--- src/rtl/adc_stream_pkg.sv ---
// Shared types and constants for the ADC burst streaming path: FSM states,
// packet header bytes and word-size helper.
package adc_stream_pkg;

    typedef enum logic [2:0] {
        ST_IDLE,
        ST_HDR,
        ST_RD_REQ,
        ST_RD_WAIT,
        ST_SEND,
        ST_TRAILER,
        ST_DONE
    } state_t;

    localparam logic [7:0] HDR_BYTE0 = 8'hAD;
    localparam logic [7:0] HDR_BYTE1 = 8'h92;
    localparam int         HDR_BYTES = 4;

    function automatic int bytes_per_word(input int data_width);
        return data_width / 8;
    endfunction

endpackage

--- src/rtl/word_serializer.sv ---
// Loads a word plus a byte count and emits the bytes MSB-first on a
// valid/ready stream with registered outputs; flags the final byte's transfer.
module word_serializer
#(
    parameter int WORD_WIDTH = 48,
    parameter int CNT_W      = $clog2(WORD_WIDTH / 8) + 1
)
(
    input  logic                  clk,
    input  logic                  rst,
    input  logic                  load,
    input  logic [WORD_WIDTH-1:0] word,
    input  logic [CNT_W-1:0]      nbytes,
    input  logic                  mark_sof,
    input  logic                  mark_eof,
    input  logic                  tx_ready,
    output logic [7:0]            tx_data,
    output logic                  tx_valid,
    output logic                  tx_sof,
    output logic                  tx_eof,
    output logic                  last_xfer
);

    logic [WORD_WIDTH-1:0] shreg;
    logic [CNT_W-1:0]      rem;
    logic                  eof_pend;
    logic                  xfer;

    assign xfer      = tx_valid & tx_ready;
    assign last_xfer = xfer & (rem == '0);

    always_ff @(posedge clk) begin
        if (rst) begin
            tx_valid <= 1'b0;
            tx_sof   <= 1'b0;
            tx_eof   <= 1'b0;
            tx_data  <= 8'h00;
            rem      <= '0;
            eof_pend <= 1'b0;
        end else if (load) begin
            tx_valid <= 1'b1;
            tx_data  <= word[WORD_WIDTH-1 -: 8];
            tx_sof   <= mark_sof;
            tx_eof   <= mark_eof && (nbytes == CNT_W'(1));
            rem      <= nbytes - CNT_W'(1);
            eof_pend <= mark_eof;
        end else if (xfer) begin
            if (rem != '0) begin
                tx_data <= shreg[WORD_WIDTH-1 -: 8];
                tx_sof  <= 1'b0;
                tx_eof  <= eof_pend && (rem == CNT_W'(1));
                rem     <= rem - CNT_W'(1);
            end else begin
                tx_valid <= 1'b0;
                tx_sof   <= 1'b0;
                tx_eof   <= 1'b0;
            end
        end
    end

    // Remaining bytes wait MSB-aligned; the presented byte already left.
    always_ff @(posedge clk) begin
        if (load) begin
            shreg <= word << 8;
        end else if (xfer) begin
            shreg <= shreg << 8;
        end
    end

endmodule

--- src/rtl/adc_burst_scheduler.sv ---
// ADC sample FIFO sequencer: gates sample writes, tracks occupancy and drains
// framed bursts as a byte stream. Optional XOR trailer byte: ADC_BURST_TRAILER_EN.
module adc_burst_scheduler
    import adc_stream_pkg::*;
#(
    parameter int DATA_WIDTH    = 48,
    parameter int ADDRESS_WIDTH = 8,
    parameter int MAX_ENTRIES   = 255,
    parameter int BURST_LEN     = 16
)
(
    input  logic                     clk,
    input  logic                     rst,
    input  logic                     enable,
    input  logic                     adc_word_valid,
    input  logic [DATA_WIDTH-1:0]    adc_word,
    output logic [DATA_WIDTH-1:0]    fifo_data_in,
    output logic                     fifo_write_enabled,
    output logic                     fifo_read_enabled,
    input  logic [DATA_WIDTH-1:0]    fifo_data_out,
    input  logic                     fifo_data_out_valid,
    input  logic                     fifo_empty,
    input  logic                     fifo_full,
    output logic [7:0]               tx_data,
    output logic                     tx_valid,
    input  logic                     tx_ready,
    output logic                     tx_sof,
    output logic                     tx_eof,
    output logic [15:0]              overflow_count,
    output logic [ADDRESS_WIDTH:0]   occupancy
);

    localparam int W     = bytes_per_word(DATA_WIDTH);
    localparam int SER_W = (DATA_WIDTH > 32) ? DATA_WIDTH : 32;
    localparam int CNT_W = $clog2(SER_W / 8) + 1;
    localparam int OCC_W = ADDRESS_WIDTH + 1;
`ifdef ADC_BURST_TRAILER_EN
    localparam bit TRAILER_EN = 1'b1;
`else
    localparam bit TRAILER_EN = 1'b0;
`endif

    state_t             state, state_nxt;
    logic [15:0]        seq;
    logic [OCC_W-1:0]   words_left;
    logic [7:0]         payload_xor;
    logic               drop, start, capture, rd_req, last_xfer;
    logic               ser_load, ser_sof, ser_eof;
    logic [SER_W-1:0]   ser_word, hdr_word, pay_word, trl_word;
    logic [CNT_W-1:0]   ser_nbytes;

    function automatic logic [15:0] sat_inc(input logic [15:0] v);
        return (v == 16'hFFFF) ? v : v + 16'd1;
    endfunction

    assign fifo_data_in       = adc_word;
    assign fifo_write_enabled = enable & adc_word_valid & ~fifo_full;
    assign drop               = enable & adc_word_valid & fifo_full;

    assign hdr_word = SER_W'({HDR_BYTE0, HDR_BYTE1, seq}) << (SER_W - 32);
    assign pay_word = SER_W'(fifo_data_out) << (SER_W - DATA_WIDTH);
    assign trl_word = SER_W'(payload_xor) << (SER_W - 8);

    always_comb begin
        state_nxt  = state;
        start      = 1'b0;
        capture    = 1'b0;
        rd_req     = 1'b0;
        ser_load   = 1'b0;
        ser_word   = '0;
        ser_nbytes = '0;
        ser_sof    = 1'b0;
        ser_eof    = 1'b0;
        case (state)
            ST_IDLE: begin
                if (enable && occupancy >= OCC_W'(BURST_LEN)) begin
                    start      = 1'b1;
                    ser_load   = 1'b1;
                    ser_word   = hdr_word;
                    ser_nbytes = CNT_W'(HDR_BYTES);
                    ser_sof    = 1'b1;
                    state_nxt  = ST_HDR;
                end
            end
            ST_HDR: begin
                if (last_xfer) state_nxt = ST_RD_REQ;
            end
            ST_RD_REQ: begin
                if (!fifo_empty) begin
                    rd_req    = 1'b1;
                    state_nxt = ST_RD_WAIT;
                end
            end
            ST_RD_WAIT: begin
                if (fifo_data_out_valid) begin
                    capture    = 1'b1;
                    ser_load   = 1'b1;
                    ser_word   = pay_word;
                    ser_nbytes = CNT_W'(W);
                    ser_eof    = !TRAILER_EN && (words_left == OCC_W'(1));
                    state_nxt  = ST_SEND;
                end
            end
            ST_SEND: begin
                if (last_xfer) begin
                    if (words_left != '0) begin
                        state_nxt = ST_RD_REQ;
                    end else if (TRAILER_EN) begin
                        // Trailer loads on the same edge the last payload byte leaves.
                        ser_load   = 1'b1;
                        ser_word   = trl_word;
                        ser_nbytes = CNT_W'(1);
                        ser_eof    = 1'b1;
                        state_nxt  = ST_TRAILER;
                    end else begin
                        state_nxt = ST_DONE;
                    end
                end
            end
            ST_TRAILER: begin
                if (last_xfer) state_nxt = ST_DONE;
            end
            ST_DONE:  state_nxt = ST_IDLE;
            default:  state_nxt = ST_IDLE;
        endcase
    end

    always_ff @(posedge clk) begin
        if (rst) begin
            state             <= ST_IDLE;
            seq               <= 16'h0000;
            words_left        <= '0;
            occupancy         <= '0;
            overflow_count    <= 16'h0000;
            fifo_read_enabled <= 1'b0;
        end else begin
            state             <= state_nxt;
            fifo_read_enabled <= rd_req;
            if (start) begin
                words_left <= OCC_W'(BURST_LEN);
            end else if (capture) begin
                words_left <= words_left - OCC_W'(1);
            end
            if (state == ST_DONE) seq <= seq + 16'd1;
            case ({fifo_write_enabled, fifo_read_enabled})
                2'b10:   occupancy <= occupancy + OCC_W'(1);
                2'b01:   occupancy <= occupancy - OCC_W'(1);
                default: occupancy <= occupancy;
            endcase
            if (drop) overflow_count <= sat_inc(overflow_count);
        end
    end

`ifdef ADC_BURST_TRAILER_EN
    function automatic logic [7:0] xor_fold(input logic [DATA_WIDTH-1:0] w);
        logic [7:0] acc;
        acc = 8'h00;
        for (int i = 0; i < W; i++) acc = acc ^ w[8*i +: 8];
        return acc;
    endfunction

    always_ff @(posedge clk) begin
        if (start) begin
            payload_xor <= 8'h00;
        end else if (capture) begin
            payload_xor <= payload_xor ^ xor_fold(fifo_data_out);
        end
    end
`else
    assign payload_xor = 8'h00;
`endif

    word_serializer #(
        .WORD_WIDTH (SER_W),
        .CNT_W      (CNT_W)
    ) u_ser (
        .clk       (clk),
        .rst       (rst),
        .load      (ser_load),
        .word      (ser_word),
        .nbytes    (ser_nbytes),
        .mark_sof  (ser_sof),
        .mark_eof  (ser_eof),
        .tx_ready  (tx_ready),
        .tx_data   (tx_data),
        .tx_valid  (tx_valid),
        .tx_sof    (tx_sof),
        .tx_eof    (tx_eof),
        .last_xfer (last_xfer)
    );

endmodule
--- config.mk ---
export PLATFORM = sky130hd
export DESIGN_NAME = adc_burst_scheduler
export DESIGN_NICKNAME = d
export VERILOG_FILES = /design/src/rtl/adc_stream_pkg.sv /design/src/rtl/word_serializer.sv /design/src/rtl/adc_burst_scheduler.sv
export SDC_FILE = /design/constraint.sdc
export NUM_CORES = 1
export LEC_CHECK = 0
export CAP_MARGIN = 40
export CORE_MARGIN = 4
export CORE_UTILIZATION = 43
export DETAILED_ROUTE_END_ITERATION = 7
export PLACE_DENSITY = 0.72
export SYNTH_ARGS = -nofsm -noshare
export SYNTH_HDL_FRONTEND = slang
export SYNTH_HIERARCHICAL = 1
export SYNTH_SLANG_ARGS = --single-unit
--- constraint.sdc ---
create_clock -name clk -period 4.1 [get_ports clk]
set_clock_uncertainty 0.2 [all_clocks]
set_input_delay 1.23 -clock clk [delete_from_list [all_inputs] [get_ports clk]]
set_output_delay 1.23 -clock clk [all_outputs]
set_load 0.01 [all_outputs]
---- Word level (Yosys, flattened, before mapping) ----
Index checks and enable logic that the tools add are counted.
cells by class
  add/subtract/negate cells ............... 7
  magnitude comparators ................... 1
  equal/unequal tests ..................... 19
  mux-type cells .......................... 41
  bitwise gates (word level) .............. 8
  reductions and logical operators ........ 17
operators by type and width
  operator               number
  $mux 48                4
  $pmux 48 s2            1
  $add 16x1->16 const B  2
  $mux 3                 9
  $mux 8                 3
  $pmux 3 s6             1
  $pmux 9 s2             1
  $sub 9x1->9 const B    2
  $eq 16x16->1 const B   1
  $mux 1                 15
  $ne 2x2->1 const B     7
  $mux 4                 3
  $mux 5                 2
  $add 9x1->9 const B    1
  $eq 3x3->1 const B     3
  $eq 9x1->1 const B     1
  $ge 9x5->1 const B     1
  $reduce_bool 9->1      1
  $reduce_bool 2->1      4
  $eq 3x1->1 const B     2
  $eq 3x2->1 const B     2
  $pmux 3 s2             1
  $reduce_and 2->1       3
  $reduce_and 6->1       1
  13 further kinds       22
word-level totals
  register bits after elaboration ......... 110
  input port bits ......................... 104
  logic and storage cells ................. 107

---- Logic depth before layout (Yosys ltp) ----
  depth in word-level cells ............... 7
  gate-level depth with buffers ........... 13
  gate-level depth less buffers ........... 11

---- Cells and area by module ----
The synthesis kept the hierarchy.
by module, submodules not included
  module               times used  cells an instance  area each (µm²)  seq. area each (µm²)
  adc_burst_scheduler  1           434                3567.2           1081.0
  word_serializer      1           190                2507.4           1521.5

---- Least setup slack after synthesis ----
Ideal clock, no wire load.
  kind .................................... in2reg
  from .................................... input enable
  to ...................................... register occupancy[8]
  setup time .............................. 0.121 ns
  arrival ................................. 3.620 ns
  setup slack ............................. 0.159 ns
  stages on the path ...................... 12
  path through ............................ nand2_1 > or2_2 > ha_1 > clkbuf_1 > buf_2 > xor2_1 > ha_1 > or3_1 > a21oi_1 > nor2_1 > a31oi_1 > mux2_2
on the way
  word-level cells in the longest chain between the ends .. 4
ends and longest elaborated chain
  element                                                 RTL line                    text
  start, declared                                         adc_burst_scheduler.sv:14   input logic enable,
  $and 1x1->1 * (2 in a row)                              adc_burst_scheduler.sv:57   assign fifo_write_enabled = enable & adc_word_valid & ~fifo_full;
  $eq 2x1->1 / $eq 2x2->1 (equally long branches)         adc_burst_scheduler.sv:145  case ({fifo_write_enabled, fifo_read_enabled})
  $pmux 9 s2 / $reduce_bool 2->1 (equally long branches)  n/a
  end signal, assigned                                    adc_burst_scheduler.sv:146  2'b10: occupancy <= occupancy + OCC_W'(1);
  end signal, assigned                                    adc_burst_scheduler.sv:147  2'b01: occupancy <= occupancy - OCC_W'(1);
  end signal, assigned                                    adc_burst_scheduler.sv:148  default: occupancy <= occupancy;
  end, declared                                           adc_burst_scheduler.sv:30   output logic [ADDRESS_WIDTH:0] occupancy
Mark *: on every way between the ends. The rest lies on a longest branch, timed or not.
A chain may end at the register's enable or synchronous reset.

---- Final worst setup path ----
  from .................................... input enable
  to ...................................... output fifo_write_enabled
on the way
  word-level cells in the longest chain between the ends .. 2
ends and longest elaborated chain
  element                   RTL line                   text
  $and 1x1->1 (2 in a row)  adc_burst_scheduler.sv:57
  end, declared             adc_burst_scheduler.sv:18  output logic fifo_write_enabled,
Every way passes these cells.

==> results list <==
- The run finished with clean final reports.
- Input and output buffers added on the ports amount to 93.
- Area of the core region: 13,900 sq um
- Vias in the first global route: 4,451
- Final sum of negative setup slack: 0 ps
- Of the total synthesized cell area, the portion taken by AND, OR, NAND and NOR gates is 19.7%.
- Number of enable flip-flop cells after synthesis: 40
- Post-Synth XOR/XNOR Area: 6.63%
- Routability Congestion: 0.822
* Count of H-tree levels built during CTS: 3
- Worst hold margin: 306 ps
- Worst min-delay path class: flop to flop
- Slew at the pin closest to its max-slew limit: 853 ps
- Global routing used 16.4% of the available tracks across all layers.
- Ports: 190
- Clock tree from TritonCTS: built
- Setup violations remaining at the end of the flow were counted as 0.
- For this design the ratio of total power to cell area is 359 nW/um^2.
- Syn Area/Cell: 9.73 sq um
- After detailed placement, the design holds a cell count of 828.
- Antenna cells: 0
- Compound-Gate Fraction of Synth Area: 11.5%
- Max Cap Viol: 0
- Final core utilization: 50.9%
* Maximum vdd ir drop: 161 uV
- The floorplan step set the die height to 127 um.
* Worst hold path startpoint: u_ser/tx_data[0]$_SDFFE_PP0P_
- Mapped cell area: 6070 sq um
* Largest driver fanout on the critical path: 3
* Final number of max-transition violations: 0
- After the flow finishes, the layout carries non-filler instances totaling 844.
* Remaining antenna violation count after routing: 0
- Worst setup EP type: output pin
- Clock input transition at the sequential cells of the worst setup and hold paths: 70 ps
* Initial DRC count: 317
- For this design the static power due to leakage is 2.61 nW.
- Summed over all layers, the routed wires come to 13,400 um.
- First-pass GRT wire length: 21,600 um
- Data on the critical path arrives at its endpoint at 2420 ps.
- Die X-Extent: 127 um
- Initial cell density of the core: 43.8%
- Antenna violations before repair: 0
- Maximum number of pins on one net before global-route repair: 59
- With fillers left out, the area of the finished cells amounts to 7060 sq um.
- Number of detailed-route iterations in the first pass: 5
* Vias per cell: 5.44
* Main combinational cell family by area after synthesis: simple AND/OR/NAND/NOR gates
- Setup repair after global routing left no endpoint under its margin.
* Crit path cell chain: clkdlybuf4s50_1 -> nand2_1 -> or2_2 -> inv_1 -> dlygate4sd2_1
* Slew Limit Headroom: 43.1%
- After the last flow step, the layout net total stands at 775.
- The critical path is of the input port to output pin type.
- Maximum clock path buffer count: 2
- Period utilization: 93.9%
- Final critical-path required period: 3850 ps
- The die covers 16,100 sq um.
- Slowest stage cell, crit path: sky130_fd_sc_hd__clkdlybuf4s50_1
- Start of the worst register-to-register path: occupancy[4]$_SDFFE_PP0P_
- Area after detailed placement: 6790 sq um
* Critical path data required time: 2670 ps
* Fraction of registers with async set/reset: 0%
* CTS buffer count: 9
- DRC violation count after routing: 0
- The number of hold-slack violations in the final timing report is 0.
- Share of post-route cells with drive strength above 1: 10.5%
- Overflow left after global routing: 0
- Synthesis produced 624 cells.
- Buffers added to address setup during post-CTS repair amount to 0.
- In the synthesized netlist the dominant register cell turns out to be sky130_fd_sc_hd__dfxtp_1.
- Compared with the post-synthesis result, the final layout area differs by 16.3%.
- Insertion delay of the later-clocked pin in the worst-skew pair: 350 ps
- On the worst path, the slowest cell contributes a delay of 480 ps.
- Counting flops and latches in the post-synthesis netlist gives 110.
* Via count: 4,588
- Multiplexer cells account for 7.27% of the synthesized area.
- Routed wirelength normalized by instance count: 15.8 um
- The synthesized netlist devotes 2.47% of its cell area to adder and majority cells.
- Startpoint kind of the worst setup timing path: input port
- Synthesis instantiated 62 different standard cells from the library.
* Source of the critical timing path: enable
- Site Rows: 43
* Achievable clock frequency: 260 MHz
- The clock net in this run drives a total of 110 sinks.
* CTS Root Cell: sky130_fd_sc_hd__clkbuf_16
* DP Wirelength: 9490 um
- Sequential elements use 42.8% of the synthesized area.
- Total number of yosys warnings: 6
[flip-flops by register name, summed over array words and instances, names as in the netlist]
signal and flops:
u_ser/eof_pend 1, overflow_count 16, u_ser/tx_eof 1, state 3, u_ser/tx_sof 1, fifo_read_enabled 1
words_left 9, u_ser/tx_valid 1, u_ser/shreg 40, seq 16, occupancy 9, u_ser/rem 4
u_ser/tx_data 8
[placed cells by master, fill, tap and decap left out, types with 3 or more instances in the layout]
master                            count
sky130_fd_sc_hd__nand3b_1             3
sky130_fd_sc_hd__a311oi_1             9
sky130_fd_sc_hd__and4_1               7
sky130_fd_sc_hd__o31a_1               3
sky130_fd_sc_hd__clkdlybuf4s50_1     91
sky130_fd_sc_hd__a21oi_1             15
sky130_fd_sc_hd__or3_1                9
sky130_fd_sc_hd__mux2i_1              7
sky130_fd_sc_hd__a22o_1              16
sky130_fd_sc_hd__o21ai_0             17
sky130_fd_sc_hd__clkbuf_16            9
sky130_fd_sc_hd__and2_1              34
sky130_fd_sc_hd__xor2_1              28
sky130_fd_sc_hd__nor4_1               5
sky130_fd_sc_hd__a21o_1               9
sky130_fd_sc_hd__and3_1               7
sky130_fd_sc_hd__mux2_2              33
sky130_fd_sc_hd__nor3_1               6
sky130_fd_sc_hd__xnor2_1             18
sky130_fd_sc_hd__inv_1                9
sky130_fd_sc_hd__nor2b_1              3
sky130_fd_sc_hd__nand2_1             20
sky130_fd_sc_hd__buf_4               10
sky130_fd_sc_hd__a22oi_1              4
sky130_fd_sc_hd__a31oi_1              6
sky130_fd_sc_hd__nand3_1             22
sky130_fd_sc_hd__nor2_1              74
sky130_fd_sc_hd__edfxtp_1            40
sky130_fd_sc_hd__nand2b_1             5
sky130_fd_sc_hd__dfxtp_1             70
sky130_fd_sc_hd__ha_1                12
sky130_fd_sc_hd__o22ai_1              3
sky130_fd_sc_hd__nand4_1              9
sky130_fd_sc_hd__conb_1               8
[where the power goes]
part	leakage (nW)	internal [mW]	switching, mW	total, mW
clock network	0.125	0.415	0.401	0.816
logic	1.53	0.207	0.210	0.417
registers	0.960	1.25	0.0485	1.30
[worst max-delay path: cells and delay by family]
family / cells / cell delay [ps]
buffers and inverters: 3 / 830
and+or+nand+nor: 2 / 360
[layout make-up]
class	count	area, sq um
well taps	180	225
flip-flops and latches	110	2600
multi-input cells	425	2920
inverters	10	37.5
fillers	1254	6820
repair buffers	103	1000
clock buffers	10	229
clock inverters	6	46.3
[synth_stat cells (all sizes together) (7+ instances only)]
cell type | n | area share [%]
nor2 | 74 | 4.6
dfxtp | 70 | 23
buf | 66 | 7.6
edfxtp | 40 | 20
and2 | 34 | 3.5
mux2 | 33 | 6.1
xor2 | 28 | 4.0
nand3 | 22 | 1.8
clkbuf | 20 | 1.3
nand2 | 20 | 1.2
o21ai | 20 | 1.8
xnor2 | 18 | 2.6
a22o | 16 | 2.3
a21oi | 15 | 1.2
ha | 12 | 2.5
inv | 10 | 0.62
a21o | 9 | 1.1
a311oi | 9 | 1.3
nand4 | 9 | 0.93
or3 | 9 | 0.93
and3 | 7 | 0.72
and4 | 7 | 1.0
mux2i | 7 | 1.2
[routing by layer]
| layer | wire length [um] | track usage, % |
|---|---|---|
| met5 | 0 | 0 |
| met4 | 351 | 7.57 |
| met3 | 700 | 3.12 |
| met2 | 6470 | 27.7 |
| met1 | 5850 | 20.2 |
[path summary, 6_finish.rpt]
path,slack [ps],end,depth (start not counted)
min reg2reg,310,u_ser/tx_data[0]$_SDFFE_PP0P_,2
max reg2reg,1170,u_ser/tx_data[3]$_SDFFE_PP0P_,8
max,250,fifo_write_enabled,5
min,310,u_ser/tx_data[0]$_SDFFE_PP0P_,2
[kinds of logic (layout without fill, tap and decap cells)]
logic type / Yosys count / in the layout
buffers and inverters: 96 / 129
adders and majority gates: 12 / 12
and+or+nand+nor: 222 / 222
xor gates and xnor gates: 46 / 46
AOI/OAI and AO/OA: 97 / 97
muxes: 40 / 40
DFF: 110 / 110
other: 1 / 8
[through the flow]
step / power, mW / setup WS (ps)
after global routing: 2.65 / 187
final: 2.53 / 249
after detailed placement: 1.74 / -14.6
after global placement: 1.73 / 32.8
after floorplan: 1.63 / 159
after CTS: 2.56 / 249
[repair_timing]
action | CTS | global route
resized for setup | 1 | 0
endpoints found under the hold margin | 0 | 0
hold buffers | 0 | 0
endpoints found under the setup margin | 1 | 0
No activity file was read; power rests on OpenSTA's default activity.
==> variant 1, RTL diff (same flow settings) <==
Set the parameter `ADDRESS_WIDTH` to 7 (it was 8).
--- a/src/rtl/adc_burst_scheduler.sv
+++ b/src/rtl/adc_burst_scheduler.sv
@@ -6,3 +6,3 @@
     parameter int DATA_WIDTH    = 48,
-    parameter int ADDRESS_WIDTH = 8,
+    parameter int ADDRESS_WIDTH = 7,
     parameter int MAX_ENTRIES   = 255,
Interface: changed (resized occupancy); port bits go from 190 to 189. The function was not compared with the original's and may differ.
==> variant 1 against the original RTL <==
  * Design area rose by 1.2%
  * Count of clock-buffer cells in the layout fell by 1
  * Routed wire length rose by 0.84%
  * Power rose by 10%
  * Worst setup slack improved by 0.0068 ns
  * Sequential cell count fell by 2
  * Synthesized area rose by 0.31%
  * Cell count rose by 1.5%
  * Largest power group unchanged
  * Highest routed layer unchanged
==> variant 1: results (changes against the original RTL) <==
Synth
  – Area contributors post-synth: dfxtp_1, edfxtp_1, buf_4 (unchanged)
  – Mux share of post-synthesis cell area: 6.96% (was 7.27%)
  – Synth Area in Adders: 2.26% (was 2.47%)
  – Top post-synthesis cells by count: dfxtp_1, nor2_1, buf_4 (was nor2_1, dfxtp_1, buf_4)
  – Yosys cell types: 65 (was 62)
  – Xor and xnor area share after synthesis: 5.46% (was 6.63%)
  – Post-synthesis sequential area ratio: 42.1% (was 42.8%)
  – Complex-gate fraction of the synthesized area: 12.7% (was 11.5%)

Critical path
  – Crit-path max FO: 4 (was 3)
  – Crit path arrival time: 3.87 ns (was 2.42 ns)
  – R2r worst-path depth: 7 (was 8)

Pwr
  – Leakage Power: 2.52 nW (was 2.61 nW)
  – VDD IR-drop max: 0.202 mV (was 0.161 mV)

Detailed routing
  – Post-DR wirelength/cell: 15.7 µm (was 15.8 µm)
  – Routed wl met2: 6570 µm (was 6470 µm)
  – Via count: 4,770 (was 4,588)
  – DR WL met3: 747 µm (was 700 µm)
  – 1st-iter DRT viols: 330 (was 317)
  – M1 WL: 5850 µm (about the same)

Placement
  – HPWL after DPL: 9570 µm (was 9490 µm)
  – Dpl cell area: 6840 µm² (was 6790 µm²)
  – Placer congestion estimate: 0.855 (was 0.822)
  – IO buf count: 92 (was 93)

Global routing
  – Largest net degree at the start of global routing: 61 (was 59)
  – First-pass GRT wire length: 22,700 µm (was 21,600 µm)
  – All-Layer GR Usage: 16.8% (was 16.4%)
  – Vias in the first global route: 4,726 (was 4,451)

Layout
  – Nets: 787 (was 775)
  – Biggest register: u_ser/shreg (unchanged)
  – Layout cells sized above 1: 10.5% (about the same)

Clock network
  – Root Driver: clkbuf_16 (unchanged)

Outcome
  – Status: complete, no violations (unchanged)

Timing
  – Worst slew margin: 42.5% (was 43.1%)
-- variant 1: cell count changes after synthesis, sizes merged, moves of 5 or more --
cell    unedited run  this run
xor2              28        14
nor2              74        66
nor3               6        14
xnor2             18        24
a21oi             15        24
buf               66        60
nor4               6        11
and4               7         2
inv               10        16
clkbuf            20        28
-- variant 1: critical path, cell delays in order --
cell             delay, ns
clkdlybuf4s50_1       0.48
nand2_1               0.05
or2_2                 0.30
ha_1                  0.23
xor2_1                0.15
ha_1                  0.18
or3_1                 0.10
a21oi_1               0.09
or4_1                 0.51
a21oi_1               0.20
mux2_1                0.35
-- variant 1: worst paths after layout --
| kind | start | end |
|---|---|---|
| max | adc_word_valid | occupancy[4] |
| min | words_left[3] | words_left[3] |
| max reg2reg | occupancy[4] | u_ser/tx_data[3] |
| min reg2reg | words_left[3] | words_left[3] |
-- variant 1: power by group --
group | switching [mW] | total (mW) | internal, mW
combinational | 0.288 | 0.562 | 0.274
sequential | 0.0741 | 1.32 | 1.24
clock | 0.421 | 0.909 | 0.489
total | 0.783 | 2.79 | 2.00
-- variant 1: routing by layer --
metal  track usage, %  vias to the layer above
met1             21.4                     2292
met3             4.14                       38
met2             27.6                      144
met4             6.31                        0
met5                0                        -
li1                 -                     2296
-- variant 1: cell type report --
cell class / instances / area (µm²)
sequential: 108 / 2560
inverter: 16 / 60.1
clock buffer: 9 / 225
tap: 180 / 225
timing repair buffer: 102 / 1010
fill: 1242 / 6730
clock inverter: 7 / 85.1
multi-input combinational: 435 / 2980
-- variant 1: timing repair --
action,4_1_cts,5_1_grt
resized for setup,0,1
hold endpoints to repair,0,0
setup endpoints to repair,0,1
-- variant 1: metrics by stage --
| step | power [mW] | hold slack [ns] | cells | worst slack (ns) |
|---|---|---|---|---|
| 3_3_place_gp | 1.87 | 0.256 | 841 | 0.0259 |
| 2_1_floorplan | 1.75 | 0.244 | 647 | 0.163 |
| 6_report | 2.79 | 0.276 | 857 | 0.255 |
| 3_5_place_dp | 1.90 | 0.268 | 841 | -0.0650 |
| 4_1_cts | 2.81 | 0.278 | 857 | 0.00907 |
| 5_1_grt | 2.92 | 0.301 | 857 | 0.0902 |
-- variant 1: logic make-up after synthesis --
group           Yosys count
simple gates            230
xor+xnor                 38
compound gates          110
flops                   108
fa+ha+maj                11
mux                      38
buf+inv                 104
other cells               1
==> variant 2, RTL diff (config.mk and constraints unchanged) <==
Made on the original files. The 7 states of `state_t` get a Gray code encoding in 3 bits.
--- a/src/rtl/adc_stream_pkg.sv
+++ b/src/rtl/adc_stream_pkg.sv
@@ -5,9 +5,9 @@
     typedef enum logic [2:0] {
-        ST_IDLE,
-        ST_HDR,
-        ST_RD_REQ,
-        ST_RD_WAIT,
-        ST_SEND,
-        ST_TRAILER,
-        ST_DONE
+        ST_IDLE    = 3'b000,
+        ST_HDR     = 3'b001,
+        ST_RD_REQ  = 3'b011,
+        ST_RD_WAIT = 3'b010,
+        ST_SEND    = 3'b110,
+        ST_TRAILER = 3'b111,
+        ST_DONE    = 3'b101
     } state_t;
Behaviour: no difference found for any inputs over 10 cycles, from zero or initial values and one cycle with rst high; not proved beyond that.
==> variant 2 against the original RTL <==
  * Critical path depth rose by 8
  * Synthesized area rose by 1.8%
  * Worst setup slack improved by 0.041 ns
  * Sequential cell count did not move
  * Routed wire length rose by 4.2%
  * Global-route usage rose by 0.50 points
  * Design area rose by 2.6%
  * Critical endpoint is now occupancy[6]
  * Largest cell class unchanged
Power is not compared: it rests on default switching activity, and its combinational part moved more than twofold at a synthesized area within 25%.
==> variant 2: results (changes against the original RTL) <==
Placement
  – Dpl cell area: 6920 µm² (was 6790 µm²)
  – Placer congestion estimate: 0.824 (was 0.822)
  – Pre-CTS setup slack: -0.0542 ns (was -0.0146 ns)
  – HPWL after DPL: 9740 µm (was 9490 µm)
  – Placed Cells: 854 (was 828)

Global routing
  – Largest net degree at the start of global routing: 58 (was 59)
  – Antenna violations before repair: 1 (was 0)
  – All-Layer GR Usage: 16.9% (was 16.4%)

Layout
  – Layout cells sized above 1: 10.6% (was 10.5%)
  – Nets: 803 (was 775)

Critical path
  – Crit path arrival time: 3.83 ns (was 2.42 ns)
  – Critical Path Sink: occupancy[6] (was fifo_write_enabled)
  – Family with the most delay on the worst path: simple AND/OR/NAND/NOR gates (was buffers and inverters)

Synth
  – Synth Area in Adders: 2.83% (was 2.47%)
  – Avg Cell Area, Syn: 9.50 µm² (was 9.73 µm²)
  – Yosys cell types: 63 (was 62)
  – Area contributors post-synth: dfxtp_1, edfxtp_1, buf_4 (unchanged)
  – Complex-gate fraction of the synthesized area: 13.0% (was 11.5%)
  – Mux share of post-synthesis cell area: 6.98% (was 7.27%)

Detailed routing
  – Drt pass-1 iters: 4 (was 5)
  – M1 WL: 6180 µm (was 5850 µm)
  – WL final: 13,900 µm (was 13,400 µm)
  – 1st-iter DRT viols: 306 (was 317)

Timing
  – Period utilization: 92.9% (was 93.9%)

Outcome
  – Status: complete, no violations (unchanged)
[variant 2: report_power, final]
group	internal, mW	switching, mW
combinational	0.0566	0.0322
sequential	1.12	0.00235
clock	0.494	0.446
total	1.67	0.480
[variant 2: timing repair]
item / 4_1_cts / 5_1_grt
hold buffers: 0 / 0
buffers inserted: 0 / 0
gates resized for setup: 0 / 1
setup endpoints to repair: 0 / 1
[variant 2: layout make-up]
| type | count | area, µm² |
|---|---|---|
| Inverter | 16 | 60.1 |
| Sequential cell | 110 | 2600 |
| Clock inverter | 7 | 95.1 |
| Antenna cell | 1 | 2.50 |
| Multi-Input combinational cell | 445 | 3020 |
| Tap cell | 180 | 225 |
| Clock buffer | 9 | 225 |
| Timing Repair Buffer | 103 | 1020 |
| Fill cell | 1300 | 6740 |
[variant 2: cell families (layout without fill, tap and decap cells)]
family                     after synthesis  in the layout
muxes                                   39             39
other                                    1              9
buffers and inverters                  103            135
xor gates and xnor gates                41             41
AOI/OAI and AO/OA                      115            115
DFF                                    110            110
adders and majority gates               14             14
and+or+nand+nor                        228            228
[variant 2: worst min-delay path by stage]
stage	start	endpoint	slack, ns
floorplan	words_left[8]	words_left[8]	0.26
global placement	words_left[8]	words_left[8]	0.27
detailed placement	words_left[8]	words_left[8]	0.29
CTS	words_left[8]	words_left[8]	0.30
global route	u_ser/tx_data[0]	u_ser/tx_data[0]	0.33
finish	words_left[8]	words_left[8]	0.29
[variant 2: per-layer routing]
| layer | global-route usage (%) | up-vias |
|---|---|---|
| li1 | - | 2308 |
| met1 | 21.4 | 2253 |
| met2 | 27.0 | 112 |
| met3 | 4.00 | 57 |
| met4 | 8.30 | 0 |
| met5 | 0 | - |
